[src/rtl/itp_player_if.sv]
// Sample/DAC bus between the playback engine and its environment.
interface itp_player_if;
  logic        i_start;
  logic        i_stop;
  logic [2:0]  i_speed;
  logic        i_mode;
  logic        i_smp_valid;
  logic [15:0] i_smp_data;
  logic        o_smp_ready;
  logic        i_dac_req;
  logic [15:0] o_dac_data;
  logic        o_dac_valid;
  logic        o_underrun;
  logic        o_busy;

  // Environment side: drives control, samples and DAC requests.
  modport master (
    output i_start, i_stop, i_speed, i_mode, i_smp_valid, i_smp_data, i_dac_req,
    input  o_smp_ready, o_dac_data, o_dac_valid, o_underrun, o_busy
  );

  // Player side.
  modport slave (
    input  i_start, i_stop, i_speed, i_mode, i_smp_valid, i_smp_data, i_dac_req,
    output o_smp_ready, o_dac_data, o_dac_valid, o_underrun, o_busy
  );
endinterface

[src/rtl/itp_player.sv]
// Sample player: buffers two upstream samples and emits one output per DAC slot,
// slowed down by N = speed+1 with either sample-hold or linear interpolation.
module itp_player (
  input logic         i_clk,
  input logic         i_rst_n,
  itp_player_if.slave bus
);
  localparam int unsigned DW = 16;
  localparam int unsigned PW = 40;

  typedef enum logic [1:0] {IDLE, FILL0, FILL1, PLAY} state_t;

  state_t               state;
  logic signed [DW-1:0] s0;
  logic signed [DW-1:0] s1;
  logic                 s1_vld;
  logic [2:0]           k;
  logic [2:0]           speed_l;
  logic                 mode_l;
  logic [DW-1:0]        dac_data;
  logic                 dac_valid;
  logic                 underrun;

  logic                 smp_ready;
  logic                 accept;
  logic                 is_underrun;
  logic [15:0]          r_n;
  logic signed [16:0]   d;
  logic signed [PW-1:0] d_ext;
  logic signed [PW-1:0] k_ext;
  logic signed [PW-1:0] r_ext;
  logic signed [PW-1:0] prod;
  logic signed [DW-1:0] interp;
  logic signed [DW-1:0] lin_val;
  logic signed [DW-1:0] out_val;

  // Reciprocal of N in Q15, rounded to nearest.
  always_comb begin
    r_n = 16'd32768;
    case (speed_l)
      3'd0: r_n = 16'd32768;
      3'd1: r_n = 16'd16384;
      3'd2: r_n = 16'd10923;
      3'd3: r_n = 16'd8192;
      3'd4: r_n = 16'd6554;
      3'd5: r_n = 16'd5461;
      3'd6: r_n = 16'd4681;
      3'd7: r_n = 16'd4096;
      default: r_n = 16'd32768;
    endcase
  end

  // Handshake, underrun detection and interpolated output value.
  always_comb begin
    smp_ready   = (state == FILL0) || (state == FILL1) || ((state == PLAY) && !s1_vld);
    accept      = bus.i_smp_valid && smp_ready;
    is_underrun = !s1_vld && ((k == speed_l) || (mode_l && (k != 3'd0)));
    d           = {s1[DW-1], s1} - {s0[DW-1], s0};
    d_ext       = {{(PW-17){d[16]}}, d};
    k_ext       = {{(PW-3){1'b0}}, k};
    r_ext       = {{(PW-16){1'b0}}, r_n};
    prod        = d_ext * k_ext * r_ext;
    interp      = DW'(prod >>> 15);
    lin_val     = s0 + interp;
    out_val     = (mode_l && !is_underrun) ? lin_val : s0;
  end

  // Playback state machine with registered DAC outputs.
  always_ff @(posedge i_clk or negedge i_rst_n) begin
    if (!i_rst_n) begin
      state     <= IDLE;
      s0        <= '0;
      s1        <= '0;
      s1_vld    <= 1'b0;
      k         <= '0;
      speed_l   <= '0;
      mode_l    <= 1'b0;
      dac_data  <= '0;
      dac_valid <= 1'b0;
      underrun  <= 1'b0;
    end else begin
      dac_valid <= 1'b0;
      underrun  <= 1'b0;
      if (bus.i_stop) begin
        state  <= IDLE;
        s1_vld <= 1'b0;
        k      <= '0;
      end else begin
        case (state)
          IDLE: begin
            if (bus.i_start) begin
              state   <= FILL0;
              speed_l <= bus.i_speed;
              mode_l  <= bus.i_mode;
              s1_vld  <= 1'b0;
              k       <= '0;
            end
          end
          FILL0: begin
            if (accept) begin
              s0    <= bus.i_smp_data;
              state <= FILL1;
            end
          end
          FILL1: begin
            if (accept) begin
              s1     <= bus.i_smp_data;
              s1_vld <= 1'b1;
              k      <= '0;
              state  <= PLAY;
            end
          end
          PLAY: begin
            // Acceptance only happens with s1 empty, advance only with s1 full.
            if (accept) begin
              s1     <= bus.i_smp_data;
              s1_vld <= 1'b1;
            end
            if (bus.i_dac_req) begin
              dac_valid <= 1'b1;
              dac_data  <= out_val;
              if (is_underrun) begin
                underrun <= 1'b1;
              end else if (k < speed_l) begin
                k <= k + 3'd1;
              end else begin
                s0     <= s1;
                s1_vld <= 1'b0;
                k      <= '0;
              end
            end
          end
          default: state <= IDLE;
        endcase
      end
    end
  end

  assign bus.o_smp_ready = smp_ready;
  assign bus.o_dac_data  = dac_data;
  assign bus.o_dac_valid = dac_valid;
  assign bus.o_underrun  = underrun;
  assign bus.o_busy      = (state != IDLE);
endmodule

[src/flat_wrapper.sv]
// flat-port wrapper written by rule: the top's interface ports become plain ports
module itp_player_flat 
  (i_clk, i_rst_n, bus_i_start, bus_i_stop, bus_i_speed, bus_i_mode, bus_i_smp_valid, bus_i_smp_data, bus_i_dac_req, bus_o_smp_ready, bus_o_dac_data, bus_o_dac_valid, bus_o_underrun, bus_o_busy);
  itp_player_if bus_i ();
  input logic i_clk;
  input logic i_rst_n;
  input wire logic [$bits(bus_i.i_start)-1:0] bus_i_start;
  input wire logic [$bits(bus_i.i_stop)-1:0] bus_i_stop;
  input wire logic [$bits(bus_i.i_speed)-1:0] bus_i_speed;
  input wire logic [$bits(bus_i.i_mode)-1:0] bus_i_mode;
  input wire logic [$bits(bus_i.i_smp_valid)-1:0] bus_i_smp_valid;
  input wire logic [$bits(bus_i.i_smp_data)-1:0] bus_i_smp_data;
  input wire logic [$bits(bus_i.i_dac_req)-1:0] bus_i_dac_req;
  output wire logic [$bits(bus_i.o_smp_ready)-1:0] bus_o_smp_ready;
  output wire logic [$bits(bus_i.o_dac_data)-1:0] bus_o_dac_data;
  output wire logic [$bits(bus_i.o_dac_valid)-1:0] bus_o_dac_valid;
  output wire logic [$bits(bus_i.o_underrun)-1:0] bus_o_underrun;
  output wire logic [$bits(bus_i.o_busy)-1:0] bus_o_busy;
  assign bus_i.i_start = bus_i_start;
  assign bus_i.i_stop = bus_i_stop;
  assign bus_i.i_speed = bus_i_speed;
  assign bus_i.i_mode = bus_i_mode;
  assign bus_i.i_smp_valid = bus_i_smp_valid;
  assign bus_i.i_smp_data = bus_i_smp_data;
  assign bus_i.i_dac_req = bus_i_dac_req;
  assign bus_o_smp_ready = bus_i.o_smp_ready;
  assign bus_o_dac_data = bus_i.o_dac_data;
  assign bus_o_dac_valid = bus_i.o_dac_valid;
  assign bus_o_underrun = bus_i.o_underrun;
  assign bus_o_busy = bus_i.o_busy;
  itp_player u_core (.i_clk(i_clk), .i_rst_n(i_rst_n), .bus(bus_i));
endmodule
[config.mk]
export PLATFORM = sky130hd
export DESIGN_NAME = itp_player_flat
export DESIGN_NICKNAME = d
export VERILOG_FILES = /design/src/rtl/itp_player_if.sv /design/src/rtl/itp_player.sv /design/src/flat_wrapper.sv
export SDC_FILE = /design/constraint.sdc
export NUM_CORES = 1
export LEC_CHECK = 0
export ABC_AREA = 1
export BUFFER_PORTS_ARGS = -buffer_cell sky130_fd_sc_hd__buf_4
export CAP_MARGIN = 10
export CORE_MARGIN = 2
export CORE_UTILIZATION = 53
export CTS_BUF_LIST = sky130_fd_sc_hd__clkbuf_4
export CTS_CLUSTER_SIZE = 30
export DETAILED_ROUTE_END_ITERATION = 6
export GPL_TIMING_DRIVEN = 0
export PLACE_DENSITY = 0.69
export SLEW_MARGIN = 20
export SYNTH_ARGS = -nofsm -noshare
export SYNTH_HDL_FRONTEND = slang
export SYNTH_SLANG_ARGS = --single-unit
[constraint.sdc]
create_clock -name i_clk -period 17.3 [get_ports i_clk]
set_input_delay 2.595 -clock i_clk [delete_from_list [all_inputs] [get_ports i_clk]]
set_output_delay 2.595 -clock i_clk [all_outputs]
set_load 0.01 [all_outputs]
==> results.json, run 1 <==
{
  "postCtsSetupBuffers": 0,
  "clock_latency_ns": 0.42,
  "yosys.cell_types.count": 44,
  "netlist_area_sq_mm": 0.0163,
  "setup_tns_ns": 0,
  "grt_overflow": 0,
  "grt_pass1_wl_um": 73900,
  "path_common_cell": "nand2_1",
  "combPwrFrac_pct": 77.4,
  "worstSetupPathType": "register to register",
  "synthCells": 2096,
  "crit_path_end_kind": "register",
  "cts.reportedPaths.clkPinSlew_ns": 0.10,
  "startpoint_type": "register",
  "intPower_uw": 606,
  "yosysWarnings": 0,
  "clock_sinks": 60,
  "timing.final.max_slew_violations": 0,
  "slew_headroom_pct": 36.5,
  "vias": 13500,
  "fin_area_sq_mm": 0.0172,
  "power_density_mw_per_mm2": 89.0,
  "fin_crit_sh_pct": 73.6,
  "antenna_found_initial": 0,
  "syn_to_final_growth_pct": 5.67,
  "synth_seq_area_share_pct": 9.20,
  "via_per_inst": 5.29,
  "synth_seq_cells": 60,
  "p_sw_uw": 929,
  "hold_viol": 0,
  "fin_cells": 2551,
  "synth_top_area_share_pct": 36.2,
  "grt_pass1_vias": 13900,
  "die_area_sq_mm": 0.0322,
  "fp.dieH_um": 179,
  "ir_drop_v": 0.0000915,
  "status": "complete, no violations",
  "clkPwrFrac_pct": 5.3,
  "antenna_cells": 0,
  "place_area_sq_mm": 0.0171,
  "cts_buffers": 9,
  "finClkSkew_ns": 0.0266,
  "synth_ff_type": "dfrtp_1",
  "cp.arrival_ns": 13.02,
  "max_freq_ghz": 0.0786,
  "cts_resized": 0,
  "htreeDepth": 3,
  "nets": 2636,
  "cts_tree": "yes",
  "hp-class": "register to register",
  "top_level_ports": 46,
  "core_sq_mm": 0.0304,
  "yosys-top-cells-count": "inv_1 (552), nand2_1 (303), fa_1 (295)",
  "synthArstFlopShare_pct": 100,
  "finalCriticalPeriod_ns": 12.73,
  "synth_top_cell_by_area": "fa_1",
  "initialDrtViolationCount": 1011,
  "numPortBuffers": 44,
  "synth.area.top_cells": "fa_1 (36%), inv_1 (13%), ha_1 (13%)",
  "drc": 0,
  "start_util_pct": 53.6,
  "finalWirelength_um": 44800,
  "synth_most_common_cell": "inv_1",
  "crit_required_ns": 17.59,
  "synth.net_count": 2581,
  "die_w_um": 179,
  "cts_buffer_depth": 2,
  "p_leak_nw": 9.60,
  "routedWlPerCell_um": 17.6,
  "p_sw_share_pct": 60.5,
  "worst_pin_slew_ns": 0.949,
  "cts_root_buf": "clkbuf_4",
  "critPathMaxStageDelay_ns": 0.57,
  "cap_violations": 0,
  "setup_viol": 0,
  "cts_hold_buf": 0,
  "place_congestion": 0.975,
  "post_synth.cell_area_avg_sq_um": 7.79,
  "dp_hpwl_um": 39400,
  "drtPass1Iterations": 5,
  "dp_cells": 2536,
  "fp-row-count": 64,
  "critPathMaxFanout": 10,
  "grt_setup_unrepaired": "false",
  "synth_edf_count": 0,
  "cp_slowest_cell": "fa_1",
  "grt_max_degree": 61,
  "p_seq_share_pct": 17.2,
  "drive_gt1_share_pct": 4.92,
  "drtAntennaViolNets": 0,
  "track_usage_pct": 28.8
}
-- path summary, 6_finish.rpt --
| check | cells after the start | slack, ns | to | start |
|---|---|---|---|---|
| worst max register to register | 62 | 4.57 | u_core.bus.o_dac_data[15]$_DFFE_PN0P_ | u_core.s0[0]$_DFFE_PN0P_ |
| worst min register to register | 2 | 0.50 | u_core.bus.o_dac_data[12]$_DFFE_PN0P_ | u_core.bus.o_dac_data[12]$_DFFE_PN0P_ |
| worst min-delay path | 2 | 0.50 | u_core.bus.o_dac_data[12]$_DFFE_PN0P_ | u_core.bus.o_dac_data[12]$_DFFE_PN0P_ |
| worst max-delay path | 62 | 4.57 | u_core.bus.o_dac_data[15]$_DFFE_PN0P_ | u_core.s0[0]$_DFFE_PN0P_ |
| min in group asynchronous | 1 | 2.25 | u_core.state[1]$_DFFE_PN0P_ | i_rst_n |
| max in group asynchronous | 1 | 14.50 | u_core.s1[11]$_DFFE_PN0P_ | i_rst_n |
-- cell usage in the layout (no fill, tap or decap), types with 15 or more instances in the layout --
cell	count
a21oi_1	98
buf_4	44
clkbuf_1	36
dfrtp_1	60
fa_1	295
ha_1	164
inv_1	552
nand2_1	303
nand3_1	44
nor2_1	278
o211ai_1	15
o21ai_0	63
xnor2_1	16
xor2_1	44
-- state kept, by name, summed over array words and instances, names as in the netlist --
signal / count
u_core.s1_vld: 1
u_core.bus.o_underrun: 1
u_core.s1: 16
u_core.s0: 16
u_core.bus.o_dac_data: 16
u_core.k: 3
u_core.bus.o_dac_valid: 1
u_core.speed_l: 3
u_core.state: 2
u_core.mode_l: 1
-- layout make-up --
| class | count | area, sq um |
|---|---|---|
| Clock inverter | 6 | 32.5 |
| Multi-Input combinational cell | 1425 | 12500 |
| Inverter | 572 | 2150 |
| Buffer | 39 | 150 |
| Sequential cell | 60 | 1500 |
| Timing Repair Buffer | 44 | 330 |
| Clock buffer | 9 | 67.6 |
| Fill cell | 2945 | 13200 |
| Tap cell | 396 | 495 |
-- critical path, delay by kind of cell (launching register included) --
kind	cells	cell delay, ns
compound gates	13	2.16
xor+xnor	3	0.83
fa+ha+maj	13	5.47
simple gates	23	2.65
flops	1	0.46
buf+inv	10	0.98
-- per-stage QoR --
stage          util, %  hold WS (ns)  worst slack [ns]  power [mW]
3_3_place_gp      56.3         0.468              4.85        1.41
6_report          56.7         0.500              4.57        1.53
3_5_place_dp      56.3         0.472              4.72        1.43
5_1_grt           56.7         0.517              3.59        1.68
2_1_floorplan        -         0.459              6.67        1.03
4_1_cts           56.7         0.505              4.64        1.52
-- power groups by stage --
stage	clock network, mW	logic, mW	registers [mW]
6_report	0.0819	1.19	0.264
3_5_place_dp	0	1.16	0.263
2_1_floorplan	0	0.786	0.245
5_1_grt	0.0903	1.32	0.269
4_1_cts	0.0843	1.17	0.262
3_3_place_gp	0	1.15	0.263
-- routing by layer --
layer,share of wire (%),track usage [%],up-vias,routed length (um)
met2,47,47.6,461,21100
met3,6.2,3.95,76,2770
met1,44,40.0,6614,19600
li1,-,-,6340,-
met5,0,0,-,0
met4,3.0,8.20,0,1330
-- kinds of logic after synthesis --
| family | Yosys count | synth area share (%) |
|---|---|---|
| fa+ha+maj | 459 | 48.8 |
| compound gates | 214 | 7.25 |
| flops | 60 | 9.20 |
| buf+inv | 611 | 14.1 |
| xor+xnor | 60 | 3.22 |
| mux | 1 | 0.0690 |
| simple gates | 691 | 17.4 |
(Power assumes the default switching activity.)
==> run 2, diff against run 1 <==
==> constraint.sdc (replaced) <==
create_clock -name i_clk -period 12.6 [get_ports i_clk]
set_input_delay 1.89 -clock i_clk [delete_from_list [all_inputs] [get_ports i_clk]]
set_output_delay 1.89 -clock i_clk [all_outputs]
set_load 0.01 [all_outputs]
==> run 2 against run 1 <==
Effect of this change:
- final area increased by 1.0%
- clock power up 38%
- maximum frequency grew 6.6%
- clock skew is 0.0012 ns lower
- core utilization increased by 0.59 points
- non-clock buffer count increased by 4
- sequential cell count unchanged
- largest power group unchanged
==> results.json, run 2 (same netlist as run 1, synthesis figures left out) <==
{
  "final_cell_mix": "inv_1 (551), nand2_1 (303), fa_1 (295), nor2_1 (271), ha_1 (161)",
  "track_usage_pct": 28.8,
  "dp_cells": 2536,
  "finalWirelength_um": 45000,
  "grt_overflow": 0,
  "htreeDepth": 3,
  "critPathMaxStageDelay_ns": 0.66,
  "die_w_um": 179,
  "grt_max_degree": 61,
  "routedWlPerCell_um": 17.6,
  "hp-class": "register to register",
  "path_common_cell": "nand2_1",
  "p_leak_nw": 9.64,
  "setup_viol": 0,
  "cts_buffer_depth": 2,
  "clock_sinks": 60,
  "initialDrtViolationCount": 1194,
  "fp.dieH_um": 179,
  "mostFrequentLayoutCell": "inv_1",
  "p_sw_share_pct": 60.4,
  "fp-row-count": 64,
  "cp.arrival_ns": 12.25,
  "slew_headroom_pct": 35.4,
  "worstSetupPathType": "register to register",
  "vias": 13500,
  "drtPass1Iterations": 5,
  "finalCriticalPeriod_ns": 11.94,
  "core_sq_mm": 0.0304,
  "critPathMaxFanout": 7,
  "place_area_sq_mm": 0.0171,
  "syn_to_final_growth_pct": 6.78,
  "combPwrFrac_pct": 77.9,
  "hold_viol": 0,
  "start_util_pct": 53.6,
  "cts_hold_buf": 0,
  "drc": 0,
  "place_congestion": 0.975,
  "antenna_cells": 0,
  "max_freq_ghz": 0.0837,
  "rr_worst_depth": 55,
  "worst_pin_slew_ns": 0.966,
  "ir_drop_v": 0.000126,
  "fin_cells": 2555,
  "grt_pass1_wl_um": 73900,
  "fin_area_sq_mm": 0.0174,
  "finClkSkew_ns": 0.0254,
  "numPortBuffers": 44,
  "crit_path_end_kind": "register",
  "intPower_uw": 854,
  "drtAntennaViolNets": 0,
  "antenna_found_initial": 0,
  "timing.final.max_slew_violations": 0,
  "drive_gt1_share_pct": 6.81,
  "cap_violations": 0,
  "grt_pass1_vias": 13900,
  "holdPathStages": 2,
  "cp_slowest_cell": "xor2_1",
  "nets": 2640,
  "p_seq_share_pct": 16.9,
  "utilization_pct": 57.3,
  "setup_tns_ns": 0,
  "total_power_mw": 2.16,
  "dp_hpwl_um": 39400,
  "power_density_mw_per_mm2": 124,
  "cts_buffers": 9,
  "p_sw_mw": 1.30,
  "clock_latency_ns": 0.42,
  "die_area_sq_mm": 0.0322,
  "crit_required_ns": 12.91,
  "cts_tree": "yes",
  "fin_crit_sh_pct": 94.8,
  "cts.reportedPaths.clkPinSlew_ns": 0.10,
  "cts_root_buf": "clkbuf_4",
  "status": "complete, no violations",
  "clkPwrFrac_pct": 5.2,
  "startpoint_type": "register",
  "via_per_inst": 5.30,
  "top_level_ports": 46
}
## run 2: per-stage QoR
stage	hold slack, ns	setup WS (ns)
final	0.500	0.659
after global routing	0.517	-0.0332
after CTS	0.505	0.0330
after detailed placement	0.472	0.0158
after global placement	0.468	0.153
after floorplan	0.459	1.97
## run 2: worst max-delay path, delay by kind of cell, from the launching register on
| kind | cells | cell delay (ns) |
|---|---|---|
| AND/OR/NAND/NOR | 19 | 2.38 |
| flip-flops | 1 | 0.46 |
| XOR/XNOR | 4 | 1.36 |
| buffers and inverters | 9 | 0.81 |
| adder cells (fa/ha/maj) | 13 | 5.36 |
| AO/OA/AOI/OAI | 10 | 1.44 |
## run 2: power by group through the flow
stage / Clock (mW) / Sequential (mW) / Combinational (mW)
5_1_grt: 0.124 / 0.371 / 1.85
2_1_floorplan: 0 / 0.337 / 1.08
3_5_place_dp: 0 / 0.361 / 1.60
3_3_place_gp: 0 / 0.361 / 1.58
6_report: 0.113 / 0.364 / 1.68
4_1_cts: 0.116 / 0.359 / 1.61
## run 2: path summary, 6_finish.rpt
path                                                             from  slack (ns)                                    end
worst max-delay path                         u_core.s0[0]$_DFFE_PN0P_        0.66  u_core.bus.o_dac_data[13]$_DFFE_PN0P_
worst min-delay path            u_core.bus.o_dac_data[12]$_DFFE_PN0P_        0.50  u_core.bus.o_dac_data[12]$_DFFE_PN0P_
worst max register to register               u_core.s0[0]$_DFFE_PN0P_        0.66  u_core.bus.o_dac_data[13]$_DFFE_PN0P_
worst min register to register  u_core.bus.o_dac_data[12]$_DFFE_PN0P_        0.50  u_core.bus.o_dac_data[12]$_DFFE_PN0P_
max in group asynchronous                                     i_rst_n       10.51               u_core.s0[0]$_DFFE_PN0P_
min in group asynchronous                                     i_rst_n        1.53            u_core.state[1]$_DFFE_PN0P_
## run 2: what timing repair did
action | in CTS | in global routing
buffers inserted | 0 | 4
pin swaps | 0 | 3
resized for setup | 1 | 49
gates cloned | 0 | 0
endpoints found under the setup margin | 1 | 11
## run 2: final cells by class
cell class | instances | area, sq um
tap | 396 | 495
clock buffer | 9 | 67.6
inverter | 572 | 2150
sequential | 60 | 1510
multi-input combinational | 1425 | 12700
timing repair buffer | 48 | 360
buffer | 39 | 159
fill | 2929 | 13000
clock inverter | 6 | 32.5
## run 2: per-layer routing
layer / track usage, % / vias to the layer above / part of all wire (%)
li1: - / 6343 / -
met1: 40.0 / 6630 / 43
met2: 47.6 / 474 / 47
met3: 3.95 / 82 / 6.5
met4: 8.20 / 0 / 3.1
met5: 0 / - / 0
==> run 3, diff against run 2 <==
--- a/config.mk
+++ b/config.mk
@@ -8,13 +8,15 @@
 export ABC_AREA = 1
 export BUFFER_PORTS_ARGS = -buffer_cell sky130_fd_sc_hd__buf_4
 export CAP_MARGIN = 10
+export CELL_PAD_IN_SITES_DETAIL_PLACEMENT = 1
+export CELL_PAD_IN_SITES_GLOBAL_PLACEMENT = 2
 export CORE_MARGIN = 2
-export CORE_UTILIZATION = 53
+export CORE_UTILIZATION = 40
 export CTS_BUF_LIST = sky130_fd_sc_hd__clkbuf_4
 export CTS_CLUSTER_SIZE = 30
 export DETAILED_ROUTE_END_ITERATION = 6
 export GPL_TIMING_DRIVEN = 0
-export PLACE_DENSITY = 0.69
+export PLACE_DENSITY_LB_ADDON = 0.1
 export SLEW_MARGIN = 20
 export SYNTH_ARGS = -nofsm -noshare
 export SYNTH_HDL_FRONTEND = slang
==> run 3 against run 2 <==
Effect of this change:
- clock power grew 31%
- largest cell class unchanged
- sequential cell count is the same
- die area grew 32%
- critical path depth grew 8
==> results.json, run 3 (same netlist as run 1, synthesis figures left out) <==
{
  "status": "complete, no violations",
  "max_freq_ghz": 0.0845,
  "hp-class": "register to register",
  "worstSetupPathType": "register to register",
  "p_seq_share_pct": 15.2,
  "track_usage_pct": 26.4,
  "final_cell_mix": "inv_1 (549), nand2_1 (299), fa_1 (294), nor2_1 (262), ha_1 (155)",
  "timing.rr.end": "u_core.bus.o_dac_data[14]$_DFFE_PN0P_",
  "die_area_sq_mm": 0.0424,
  "cts_tree": "yes",
  "drc": 0,
  "intPower_uw": 930,
  "min-delay-start": "u_core.bus.o_dac_data[10]$_DFFE_PN0P_",
  "finalCriticalPeriod_ns": 11.84,
  "cts.reportedPaths.clkPinSlew_ns": 0.12,
  "total_power_mw": 2.32,
  "setup_viol": 0,
  "r2r-start": "u_core.s1[0]$_DFFE_PN0P_",
  "hold_viol": 0,
  "setup_tns_ns": 0,
  "grt_max_degree": 61,
  "critPathMaxFanout": 5,
  "drtPass1Iterations": 5,
  "grt_pass1_vias": 14900,
  "worst_pin_slew_ns": 0.963,
  "min_to": "u_core.bus.o_dac_data[10]$_DFFE_PN0P_",
  "p_sw_share_pct": 59.9,
  "clkPwrFrac_pct": 6.4,
  "crit_required_ns": 12.98,
  "nets": 2660,
  "cts_root_buf": "clkbuf_4",
  "core_sq_mm": 0.0400,
  "critPathMaxStageDelay_ns": 0.56,
  "grt_use_met2_pct": 46.8,
  "htreeDepth": 3,
  "start_util_pct": 40.8,
  "vias": 13600,
  "drive_gt1_share_pct": 9.59,
  "routedWlPerCell_um": 19.7,
  "power_density_mw_per_mm2": 128,
  "fp.dieH_um": 206,
  "utilization_pct": 45.3,
  "dp_hpwl_um": 46800,
  "p_sw_mw": 1.39,
  "holdPathStages": 2,
  "combPwrFrac_pct": 78.4,
  "cap_violations": 0,
  "top_level_ports": 46,
  "p_leak_nw": 9.78,
  "fp-row-count": 73,
  "mostFrequentLayoutCell": "inv_1",
  "fin_cells": 2706,
  "grt_overflow": 0,
  "cp.arrival_ns": 12.21,
  "dp_cells": 2666,
  "via_per_inst": 5.01,
  "r2r_setup_slack_ns": 0.76,
  "startpoint_type": "register",
  "crit_path_end_kind": "register",
  "cts_buffer_depth": 2,
  "initialDrtViolationCount": 549,
  "use_met1_pct": 33.0,
  "clock_latency_ns": 0.48,
  "numPortBuffers": 44,
  "ir_drop_v": 0.000104,
  "die_w_um": 206,
  "cp_slowest_cell": "fa_1",
  "syn_to_final_growth_pct": 11.0,
  "whs_ns": 0.498,
  "finalWirelength_um": 53200,
  "clock_sinks": 60,
  "drtAntennaViolNets": 0,
  "antenna_found_initial": 3,
  "grt_pass1_wl_um": 83700,
  "grt-busiest-layer": "met2",
  "grt_use_met3_pct": 3.06,
  "slew_headroom_pct": 35.6,
  "cts_buffers": 9,
  "rr_worst_depth": 63,
  "place_congestion": 0.931,
  "timing.final.max_slew_violations": 0,
  "finClkSkew_ns": 0.0122,
  "path_common_cell": "nand2_1",
  "fin_crit_sh_pct": 94.0
}
-- run 3: cell count changes in the layout (fill, tap and decap cells not counted), sizes merged --
cell,previous run,this run
clkinv,12,10
buf,52,74
diode,0,1
bufinv,0,1
clkbuf,44,42
clkinvlp,2,4
-- run 3: through the flow --
stage | setup slack [ns] | cell area (sq um)
floorplan | 1.97 | 16300
global placement | -1.14 | 17300
detailed placement | -1.30 | 17300
CTS | 0.00467 | 17600
global route | -0.0683 | 18100
finish | 0.761 | 18100
-- run 3: worst max-delay path by stage --
stage,to,slack (ns),cells after the start,from
2_1_floorplan,u_core.bus.o_dac_data[13]$_DFFE_PN0P_,1.97,64,u_core.s0[0]$_DFFE_PN0P_
3_3_place_gp,u_core.bus.o_dac_data[13]$_DFFE_PN0P_,-1.14,62,u_core.s0[0]$_DFFE_PN0P_
3_5_place_dp,u_core.bus.o_dac_data[13]$_DFFE_PN0P_,-1.30,65,u_core.s0[0]$_DFFE_PN0P_
4_1_cts,u_core.bus.o_dac_data[13]$_DFFE_PN0P_,0.005,66,u_core.s0[0]$_DFFE_PN0P_
5_1_grt,u_core.bus.o_dac_data[13]$_DFFE_PN0P_,-0.07,67,u_core.s1[0]$_DFFE_PN0P_
6_report,u_core.bus.o_dac_data[14]$_DFFE_PN0P_,0.76,63,u_core.s1[0]$_DFFE_PN0P_
-- run 3: per-layer routing --
metal  part of all wire (%)  vias to the layer above
li1                       -                     6391
met1                     42                     6812
met2                     50                      269
met3                    4.4                       87
met4                    3.7                        0
met5                      0                        -
-- run 3: power groups by stage --
stage	registers [mW]	clock network (mW)	logic, mW
final	0.353	0.148	1.82
after global routing	0.365	0.161	2.02
after CTS	0.362	0.155	1.71
after detailed placement	0.364	0	1.67
after global placement	0.362	0	1.64
after floorplan	0.337	0	1.08
-- run 3: final cells by class --
type / count / area [sq um]
Inverter: 572 / 2160
Buffer: 37 / 154
Clock inverter: 7 / 75.1
Antenna cell: 1 / 2.50
Fill cell: 4964 / 21900
Timing Repair Buffer: 70 / 529
Clock buffer: 9 / 67.6
Sequential cell: 60 / 1510
Multi-Input combinational cell: 1425 / 13000
Tap cell: 525 / 657
-- run 3: worst max-delay path: cells and delay by family (launching register included) --
kind / cells / cell delay (ns)
buffers and inverters: 12 / 0.92
and+or+nand+nor: 18 / 1.72
DFF: 1 / 0.34
xor gates and xnor gates: 3 / 0.78
adders and majority gates: 13 / 5.40
AOI/OAI and AO/OA: 17 / 2.54
-- run 3: timing repair --
item / 4_1_cts / 5_1_grt
endpoints found under the hold margin: 0 / 0
buffers inserted: 2 / 23
setup endpoints to repair: 13 / 9
hold buffers: 0 / 0
pin swaps: 3 / 17
resized for setup: 27 / 72
